[src/rtl/gray_decoder_serial.sv]
// Serial Gray-to-binary decoder. Accepts one Gray word over a valid/ready
// handshake, decodes it MSB-first one bit per clock with a running XOR, and
// presents the binary result (plus an adjacency flag) over a second
// valid/ready handshake.
//
// Handshake semantics (both ports): a transfer happens on a rising clk edge
// where valid and ready are both high. The producer holds valid and data
// stable until that edge; ready may depend on state but never on valid.
module gray_decoder_serial #(
  parameter int WIDTH = 4
) (
  input  logic             clk,
  input  logic             rst_n,
  input  logic             in_valid,
  output logic             in_ready,
  input  logic [WIDTH-1:0] gray_in,
  output logic             out_valid,
  input  logic             out_ready,
  output logic [WIDTH-1:0] bin_out,
  output logic             adj_err
);

  localparam int IW = (WIDTH > 2) ? $clog2(WIDTH) : 1;

  typedef enum logic [1:0] {
    IDLE   = 2'd0,
    DECODE = 2'd1,
    HOLD   = 2'd2
  } state_t;

  state_t           state;
  state_t           state_next;
  logic [WIDTH-1:0] g_reg;
  logic [WIDTH-1:0] prev_gray;
  logic             prev_valid;
  logic [IW-1:0]    idx;
  logic             acc;
  logic             cur_bit;
  logic             accept;

  // True when the two words differ in more than one bit position.
  function automatic logic multi_bit_diff(input logic [WIDTH-1:0] d);
    int unsigned n;
    n = 0;
    for (int i = 0; i < WIDTH; i++) begin
      if (d[i]) n++;
    end
    return (n > 1);
  endfunction

  // Next-state and handshake outputs; in_ready is forced low during reset.
  always_comb begin
    state_next = state;
    in_ready   = 1'b0;
    out_valid  = 1'b0;
    accept     = 1'b0;
    case (state)
      IDLE: begin
        in_ready = rst_n;
        accept   = in_valid && rst_n;
        if (accept) state_next = DECODE;
      end
      DECODE: begin
        if (idx == '0) state_next = HOLD;
      end
      HOLD: begin
        out_valid = 1'b1;
        if (out_ready) state_next = IDLE;
      end
      default: state_next = IDLE;
    endcase
  end

  // Current decoded bit: XOR of all Gray bits from the MSB down to idx.
  always_comb begin
    cur_bit = acc ^ g_reg[idx];
  end

  // FSM state register.
  always_ff @(posedge clk) begin
    if (!rst_n) state <= IDLE;
    else        state <= state_next;
  end

  // Datapath: capture on accept, shift out one decoded bit per DECODE cycle.
  always_ff @(posedge clk) begin
    if (!rst_n) begin
      g_reg      <= '0;
      prev_gray  <= '0;
      prev_valid <= 1'b0;
      idx        <= '0;
      acc        <= 1'b0;
      bin_out    <= '0;
      adj_err    <= 1'b0;
    end else if (accept) begin
      g_reg      <= gray_in;
      prev_gray  <= gray_in;
      prev_valid <= 1'b1;
      idx        <= IW'(WIDTH - 1);
      acc        <= 1'b0;
      bin_out    <= '0;
      adj_err    <= prev_valid && multi_bit_diff(gray_in ^ prev_gray);
    end else if (state == DECODE) begin
      bin_out[idx] <= cur_bit;
      acc          <= cur_bit;
      idx          <= idx - 1'b1;
    end
  end

endmodule
[config.mk]
export PLATFORM = sky130hd
export DESIGN_NAME = gray_decoder_serial
export DESIGN_NICKNAME = d
export VERILOG_FILES = /design/src/rtl/gray_decoder_serial.sv
export SDC_FILE = /design/constraint.sdc
export NUM_CORES = 1
export LEC_CHECK = 0
export BUFFER_PORTS_ARGS = -buffer_cell sky130_fd_sc_hd__buf_2
export CAP_MARGIN = 20
export CORE_MARGIN = 4
export CORE_UTILIZATION = 38
export CTS_BUF_LIST = sky130_fd_sc_hd__clkbuf_4 sky130_fd_sc_hd__clkbuf_8
export DETAILED_ROUTE_END_ITERATION = 8
export PLACE_DENSITY = 0.62
export SLEW_MARGIN = 15
export SYNTH_ARGS = -nofsm -noshare
export SYNTH_HDL_FRONTEND = slang
export SYNTH_SLANG_ARGS = --single-unit
[constraint.sdc]
create_clock -name clk -period 2 [get_ports clk]
set_input_delay 0.4 -clock clk [delete_from_list [all_inputs] [get_ports clk]]
set_output_delay 0.4 -clock clk [all_outputs]
set_load 0.01 [all_outputs]
Word-level counts from Yosys, hierarchy flattened
Index checks and enable logic that the tools add are counted.
Widths: inputs -> output; s select.
Word-level totals
  register bits after elaboration: 15
  bits of input ports: 8
  output and inout bits: 7
  word-level logic and storage cells: 56
Cells by class
  add/subtract/negate cells: 4
  order comparisons: 3
  equal/unequal tests: 5
  multiplexer cells: 26
  bitwise gates (word level): 3
  reductions and logical operators: 8
Operators by type and width (number)
  $mux 32: 11
  $add 32x1->32 const B: 3
  $gt 32x1->1 const B: 1
  $mux 2: 5
  $mux 1: 6
  $ne 2x2->1 const B: 3
  $pmux 2 s3: 1
  $bwmux 4: 1
  $logic_not 2->1: 2
  $xor 4x4->4: 1
  $logic_and 1x1->1: 3
  $lt 2x3->1 const B: 1
  $reduce_and 3->1: 1
  $bmux 1 s2: 1
  $demux 1 s2: 1
  $eq 2x1->1 const B: 1
  $eq 2x2->1 const B: 1
  $ge 2x1->1 const B: 1
  $reduce_bool 2->1: 1
  $reduce_or 2->1: 1
  $sub 2x1->2 const B: 1
  $not 1->1: 1
  $xor 1x1->1: 1

Longest topological paths before layout
Gate-level depths: netlist of the first run.
  word-level depth: 18
  depth in mapped cells: 9
  mapped depth without buffers: 9

Worst setup path before layout of the first run
Ideal clock, no wire load.
  path type: input port to flip-flop
  start: in gray_in[1]
  end: reg adj_err
  setup time: 124 ps
  arrival time: 1676 ps
  required time: 1876 ps
  setup slack: 200 ps
  stages on the path: 7
  cell sequence: xor2_1 > inv_1 > ha_1 > xnor2_1 > ha_1 > nor4_1 > o31ai_1
On the way
  longest elaborated chain between the ends: 14
Ends and longest elaborated chain
  from (decl): RTL line 16  | input logic [WIDTH-1:0] gray_in,
  $xor 4x4->4 (*): RTL line 102  | adj_err <= prev_valid && multi_bit_diff(gray_in ^ prev_gray);
  $mux 32 (*): RTL line 46  | if (d[i]) n++;
  $mux 32 (*): RTL line 95  | end else if (accept) begin
  $mux 32 (*): RTL line 87  | if (!rst_n) begin
  $add 32x1->32: RTL line 46
  $mux 32 (*): RTL line 46
  $mux 32 (*): RTL line 95
  $mux 32 (*): RTL line 87
  $add 32x1->32: RTL line 46
  $mux 32 (*): RTL line 46
  $mux 32 (*): RTL line 95
  $mux 32 (*): RTL line 87
  $gt 32x1->1 (*): RTL line 48  | return (n > 1);
  $logic_and 1x1->1 (*): RTL line 102
  to (signal assigned): RTL line 102
  to (decl): RTL line 20  | output logic adj_err
Mark *: on every way between the ends. The rest lies on a longest branch, timed or not. The select of a mux whose other input is x is not followed.
A chain may end at the register's enable or synchronous reset.

Worst setup path after layout of the first run
  start: reg prev_gray[1]
  end: reg adj_err
On the way
  longest elaborated chain between the ends: 14
Ends and longest elaborated chain
  from (decl): RTL line 34  | logic [WIDTH-1:0] prev_gray;
  from (signal assigned): RTL line 97  | prev_gray <= gray_in;
  $xor 4x4->4 (*): RTL line 102
  $mux 32 (*): RTL line 46
  $mux 32 (*): RTL line 95
  $mux 32 (*): RTL line 87
  $add 32x1->32: RTL line 46
  $mux 32 (*): RTL line 46
  $mux 32 (*): RTL line 95
  $mux 32 (*): RTL line 87
  $add 32x1->32: RTL line 46
  $mux 32 (*): RTL line 46
  $mux 32 (*): RTL line 95
  $mux 32 (*): RTL line 87
  $gt 32x1->1 (*): RTL line 48
  $logic_and 1x1->1 (*): RTL line 102
Marks and branches as above.

==> flow_summary.json, run 1 <==
{
  "hold-worst-slack_ns": 0.4169,
  "grt_max_degree": 15,
  "synth-seq-cells": 15,
  "grt_setup_unrepaired": "false",
  "place_inst": 126,
  "leakagePower_nw": 0.4342,
  "worst_setup_path_start_kind": "flop",
  "peakVddDrop_v": 0.0002996,
  "clk_latency_ns": 0.28,
  "design_area_um2": 962.2,
  "hold_path.class": "input pin to flop",
  "port_buffers": 14,
  "dr.pass1.iters": 2,
  "grt_pass1_vias": 597,
  "synth_nets": 101,
  "ios": 15,
  "cts_tree": "done",
  "grt_pass1_wl_um": 2463,
  "final-hold-violation-count": 0,
  "cp_max_fo": 3,
  "synth_edf_count": 0,
  "die_w_um": 54.41,
  "coreArea_um2": 2002,
  "cp.arrival_ns": 1.96,
  "antenna_found_initial": 0,
  "synth.most_common_cell": "dfxtp_1",
  "yosysUniqueCellTypes": 28,
  "syn-cell-area_um2": 818.3,
  "drt_iter0_drc": 6,
  "clkTransAtPathRegs_ns": 0.08,
  "antennaDiodeCount": 0,
  "wl_per_cell_um": 11.05,
  "timing.slew.headroom_pct": 80.31,
  "root_buffer": "clkbuf_4",
  "htreeDepth": 1,
  "synthTopCellsByCount": "dfxtp_1 (15), ha_1 (7), nand2_1 (7), nor2b_1 (7), inv_1 (6)",
  "dieArea_um2": 2960,
  "synthTopCellsByArea": "dfxtp_1 (37%), ha_1 (11%), mux2i_1 (6.1%), nor2b_1 (5.4%), a311oi_1 (4.3%)",
  "fp-row-count": 16,
  "end_kind": "flop",
  "skew_ns": 0.006707,
  "stdcell_count": 130,
  "synthCells": 86,
  "drcViolationCount": 0,
  "vias_per_cell": 4.915,
  "post-route-min-period_ns": 1.795,
  "synth_top_cell_by_area": "dfxtp_1",
  "slew_viol_final": 0,
  "dp_hpwl_um": 1155,
  "start_util_pct": 40.88,
  "fmaxAchievable_mhz": 557.0,
  "fin_crit_sh_pct": 89.77,
  "synthArstFlopShare_pct": 0,
  "p_per_area_nw_per_um2": 718.4,
  "critical_path_class": "flop to flop",
  "required_ns": 2.16,
  "tns_ns": 0,
  "syn_avg_cell_area_um2": 9.515,
  "drtAntennaViolNets": 0,
  "ys_seq_area_share_pct": 36.70,
  "die_h_um": 54.41,
  "worstMarginPinSlew_ns": 0.2953,
  "dpl-instance-area_um2": 923.4,
  "place_congestion": 0.7067,
  "synth.top_cell.area_share_pct": 36.70,
  "nets": 119,
  "overflow": 0,
  "area_growth_syn_to_layout_pct": 17.58,
  "track_usage_pct": 11.62,
  "clockBufferDepth": 2,
  "dr_total_vias": 639,
  "yosys_warnings": 0,
  "clock-sinks": 15,
  "setup_viol": 0,
  "numCtsBuffers": 3,
  "post-cts-setup-buffers": 0,
  "outcome": "finished clean",
  "ys.flop_type": "dfxtp_1",
  "drive_gt1_share_pct": 23.30,
  "wl_um": 1437,
  "maxCapViolCount": 0
}
==> stage by stage <==
step | utilization, % | worst slack, ns | power (W)
floorplan | - | 0.1999 | 0.0004683
global placement | 46.13 | 0.05122 | 0.0005095
detailed placement | 46.13 | -0.04446 | 0.0005158
CTS | 47.63 | 0.09232 | 0.0007056
global route | 48.06 | 0.008977 | 0.0007415
finish | 48.06 | 0.2046 | 0.0006912
==> kinds of logic after synthesis <==
logic type | count (synthesis) | synth area share [%]
AO/OA/AOI/OAI | 17 | 15.29
XOR/XNOR | 7 | 8.410
adder cells (fa/ha/maj) | 7 | 10.70
buffers and inverters | 9 | 4.434
flip-flops | 15 | 36.70
multiplexers | 6 | 8.869
AND/OR/NAND/NOR | 25 | 15.60
==> critical path, cell delays in order, from the launching register on <==
cell and delay, ns:
dfxtp_2 0.36, xor2_2 0.16, inv_1 0.06, ha_1 0.31, xnor2_1 0.18, ha_1 0.25, nor4_1 0.28, o31ai_1 0.10
==> power by group <==
group,internal [W],switching [W]
sequential,0.000319,0.0000200
clock,0.0000908,0.0000933
combinational,0.0000822,0.0000862
total,0.000492,0.000199
==> cell usage in the layout, fill, tap and decap left out, types with 2 or more instances in the layout <==
cell type	n
a21oi_1	4
a311oi_1	4
buf_2	14
buf_4	2
clkbuf_4	4
dfxtp_1	14
ha_1	7
inv_1	6
mux2i_1	5
nand2_1	7
nor2_1	4
nor2b_1	7
o211a_1	3
o21ai_0	2
xnor2_1	4
==> flip-flops by register name, indices dropped and copies added (netlist names) <==
name	count
prev_gray	4
prev_valid	1
acc	1
idx	2
bin_out	4
state	2
adj_err	1
==> cell type report <==
cell class / instances / area [um^2]
Multi-Input combinational cell: 62 / 489.2
Timing Repair Buffer: 16 / 85.08
Clock buffer: 4 / 30.03
Tap cell: 27 / 33.78
Fill cell: 225 / 1040
Sequential cell: 15 / 301.5
Inverter: 6 / 22.52
==> worst paths after layout <==
kind | startpoint | endpoint | slack (ns) | depth (start not counted)
setup reg to reg | prev_gray[1]$_SDFFE_PN0P_ | adj_err$_SDFFE_PN0P_ | 0.20 | 7
hold / removal | gray_in[3] | prev_gray[3]$_SDFFE_PN0P_ | 0.42 | 3
hold reg to reg | prev_valid$_SDFFE_PN0P_ | prev_valid$_SDFFE_PN0P_ | 0.46 | 1
setup / recovery | prev_gray[1]$_SDFFE_PN0P_ | adj_err$_SDFFE_PN0P_ | 0.20 | 7
==> what timing repair did <==
action | 4_1_cts | 5_1_grt
setup endpoints to repair | 0 | 1
hold buffers | 0 | 0
endpoints found under the hold margin | 0 | 0
gates resized for setup | 0 | 2
==> metal layers <==
layer	wire length (um)	track usage, %	share of wire, %
met1	700	14.03	49
met2	672	19.72	47
met3	64	2.452	4.5
met4	0	4.979	0
met5	0	0	0
Power figures use the tool's default switching activity.
==> run 2: changes to the inputs <==
--- a/config.mk
+++ b/config.mk
@@ -5,13 +5,14 @@
 export SDC_FILE = /design/constraint.sdc
 export NUM_CORES = 1
 export LEC_CHECK = 0
+export ABC_AREA = 1
 export BUFFER_PORTS_ARGS = -buffer_cell sky130_fd_sc_hd__buf_2
 export CAP_MARGIN = 20
 export CORE_MARGIN = 4
 export CORE_UTILIZATION = 38
 export CTS_BUF_LIST = sky130_fd_sc_hd__clkbuf_4 sky130_fd_sc_hd__clkbuf_8
 export DETAILED_ROUTE_END_ITERATION = 8
-export PLACE_DENSITY = 0.62
+export PLACE_DENSITY = 0.61
 export SLEW_MARGIN = 15
 export SYNTH_ARGS = -nofsm -noshare
 export SYNTH_HDL_FRONTEND = slang
==> flow_summary.json, run 2 <==
{
  "slew_viol_final": 0,
  "ys.flop_type": "dfxtp_1",
  "wl_met1_um": 856,
  "synthTopCellsByArea": "dfxtp_1 (32%), nand2_1 (14%), inv_1 (10%), ha_1 (9.4%), a21oi_1 (4.8%)",
  "design_area_um2": 1074,
  "synth_xor_area_share_pct": 3.743,
  "clock-sinks": 15,
  "synthArstFlopShare_pct": 0,
  "switchingPower_w": 0.0002376,
  "track_usage_pct": 12.03,
  "yosysUniqueCellTypes": 20,
  "cp_slowest_stage_delay_ns": 0.37,
  "grt_setup_unrepaired": "false",
  "wl_per_cell_um": 9.492,
  "grt_max_degree": 11,
  "cp.arrival_ns": 2.06,
  "root_buffer": "clkbuf_4",
  "synthTopCellsByCount": "nand2_1 (34), inv_1 (25), dfxtp_1 (15), nor2_1 (10)",
  "synthAdderAreaFrac_pct": 9.358,
  "cp_max_fo": 3,
  "tns_ns": 0,
  "fin_crit_sh_pct": 93.30,
  "drt_iter0_drc": 12,
  "drcViolationCount": 0,
  "top_layer_used": "met4",
  "critical_path_class": "flop to flop",
  "grt_pass1_wl_um": 3146,
  "wl_um": 1718,
  "required_ns": 2.20,
  "slowest_stage": "dfxtp_2",
  "timing.slew.headroom_pct": 82.71,
  "clk_latency_ns": 0.29,
  "power_frac_comb_pct": 27.5,
  "outcome": "finished clean",
  "layout_common_cells": "nand2_1 (34), inv_1 (25), dfxtp_1 (14), buf_2 (14), nor2_1 (10)",
  "area_growth_syn_to_layout_pct": 14.71,
  "grt_pass1_vias": 764,
  "synth.top_cell.area_share_pct": 32.09,
  "clock_power_share_pct": 24.5,
  "overflow": 0,
  "dpl-instance-area_um2": 1037,
  "pwr-share-seq_pct": 48.0,
  "syn_avg_cell_area_um2": 6.933,
  "drive_gt1_share_pct": 18.95,
  "post-route-min-period_ns": 1.866,
  "synth_nets": 150,
  "dr_total_vias": 833,
  "synthMuxAreaShare_pct": 0,
  "synth_top_cell_by_area": "dfxtp_1",
  "antenna_found_initial": 0,
  "top_regs": "bin_out x4, prev_gray x4",
  "synthCells": 135,
  "drtAntennaViolNets": 0,
  "worstMarginPinSlew_ns": 0.2590,
  "clkTransAtPathRegs_ns": 0.10,
  "coreArea_um2": 2276,
  "worst_setup_path_start_kind": "flop",
  "dr_wl_met3_um": 77,
  "power.share.switching_pct": 33.31,
  "place_inst": 177,
  "ios": 15,
  "hold_path.class": "input pin to flop",
  "synth.most_common_cell": "nand2_1",
  "yosys_warnings": 0,
  "p_per_area_nw_per_um2": 664.4,
  "skew_ns": 0.01032,
  "start_util_pct": 41.12,
  "crit_chain": "xor2_2 -> inv_1 -> ha_1 -> xor2_1 -> inv_1 -> ha_1 -> or2_1 -> nand2_1 -> nand2_1 -> nand2_1 -> nand2_1",
  "synth-compound-area-share_pct": 9.091,
  "end_kind": "flop",
  "pre_cts_ws_ns": -0.05586,
  "peakVddDrop_v": 0.0004383,
  "power_w": 0.0007132,
  "dr.pass1.iters": 4,
  "final-hold-violation-count": 0,
  "post-cts-setup-buffers": 0,
  "die_w_um": 57.63,
  "synth_top_family_by_area": "simple AND/OR/NAND/NOR gates",
  "dieArea_um2": 3321,
  "synth-seq-cells": 15,
  "synth_edf_count": 0,
  "setup_viol": 0,
  "cts_tree": "done",
  "syn-cell-area_um2": 935.9,
  "dr_wl_met2_um": 760,
  "fp-row-count": 17,
  "cell_internal_pwr_w": 0.0004756,
  "clockBufferDepth": 2,
  "worst_path_most_repeated_cell": "nand2_1",
  "port_buffers": 14,
  "setup_ws_ns": 0.1339,
  "fmaxAchievable_mhz": 535.9,
  "stdcell_count": 181,
  "maxCapViolCount": 0,
  "nets": 169,
  "dp_hpwl_um": 1387,
  "synth-simple-area-share_pct": 33.02,
  "vias_per_cell": 4.602,
  "mostFrequentLayoutCell": "nand2_1",
  "ys_seq_area_share_pct": 32.09,
  "place_congestion": 0.7200,
  "numCtsBuffers": 3,
  "die_h_um": 57.63,
  "htreeDepth": 1,
  "leakagePower_nw": 0.5746,
  "antennaDiodeCount": 0
}
==> run 2: changes by cell type after synthesis, moves of 4 or more <==
cell,before,now
nand2_1,7,34
inv_1,6,25
nand3_1,1,9
nor2b_1,7,0
nor2_1,4,10
a21oi_1,4,9
mux2i_1,5,0
nand3b_1,0,5
a311oi_1,4,0
==> run 2: path summary, 6_finish.rpt <==
| path | from | end | slack (ns) | depth (start not counted) |
|---|---|---|---|---|
| setup / recovery | prev_gray[0]$_SDFFE_PN0P_ | adj_err$_SDFFE_PN0P_ | 0.13 | 11 |
| hold / removal | out_ready | state[1]$_SDFFE_PN0P_ | 0.36 | 4 |
| setup reg to reg | prev_gray[0]$_SDFFE_PN0P_ | adj_err$_SDFFE_PN0P_ | 0.13 | 11 |
| hold reg to reg | prev_valid$_SDFFE_PN0P_ | prev_valid$_SDFFE_PN0P_ | 0.48 | 2 |
==> run 2: metal layers <==
| layer | global-route usage (%) | vias up |
|---|---|---|
| li1 | - | 451 |
| met4 | 3.974 | 0 |
| met3 | 4.677 | 4 |
| met2 | 18.87 | 12 |
| met5 | 0 | - |
| met1 | 15.08 | 366 |
==> run 2: worst max-delay path, delay by kind of cell, from the launching register on <==
kind,cells,cell delay (ns)
fa+ha+maj,2,0.57
simple gates,5,0.42
flops,1,0.37
xor+xnor,2,0.31
buf+inv,2,0.12
==> run 2: power by group through the flow <==
| stage | Combinational (W) | Sequential [W] | Clock [W] |
|---|---|---|---|
| after CTS | 0.000198 | 0.000342 | 0.000183 |
| after global routing | 0.000228 | 0.000348 | 0.000202 |
| after floorplan | 0.000150 | 0.000346 | 0 |
| after global placement | 0.000192 | 0.000348 | 0 |
| final | 0.000196 | 0.000343 | 0.000174 |
| after detailed placement | 0.000196 | 0.000349 | 0 |
==> run 2: cell families (layout without fill, tap and decap cells) <==
logic type	count (synthesis)	after routing
adder cells (fa/ha/maj)	7	7
AO/OA/AOI/OAI	16	16
AND/OR/NAND/NOR	64	64
XOR/XNOR	4	4
flip-flops	15	15
buffers and inverters	29	47
==> run 2: layout make-up <==
class | instances | area, um^2
multi-input cells | 91 | 524.3
flip-flops and latches | 15 | 301.5
clock inverters | 1 | 5.005
inverters | 28 | 107.6
well taps | 28 | 35.03
fillers | 241 | 1202
repair buffers | 15 | 77.57
clock buffers | 3 | 22.52
==> run 2: through the flow <==
| step | hold slack (ns) | utilization [%] |
|---|---|---|
| 6_report | 0.3591 | 47.17 |
| 5_1_grt | 0.3590 | 47.17 |
| 4_1_cts | 0.3481 | 46.78 |
| 3_5_place_dp | 0.4688 | 45.57 |
| 3_3_place_gp | 0.4648 | 45.57 |
| 2_1_floorplan | 0.4483 | - |
==> run 2: repair_timing <==
item | 4_1_cts | 5_1_grt
hold buffers | 0 | 0
endpoints found under the setup margin | 0 | 1
resized for setup | 0 | 2
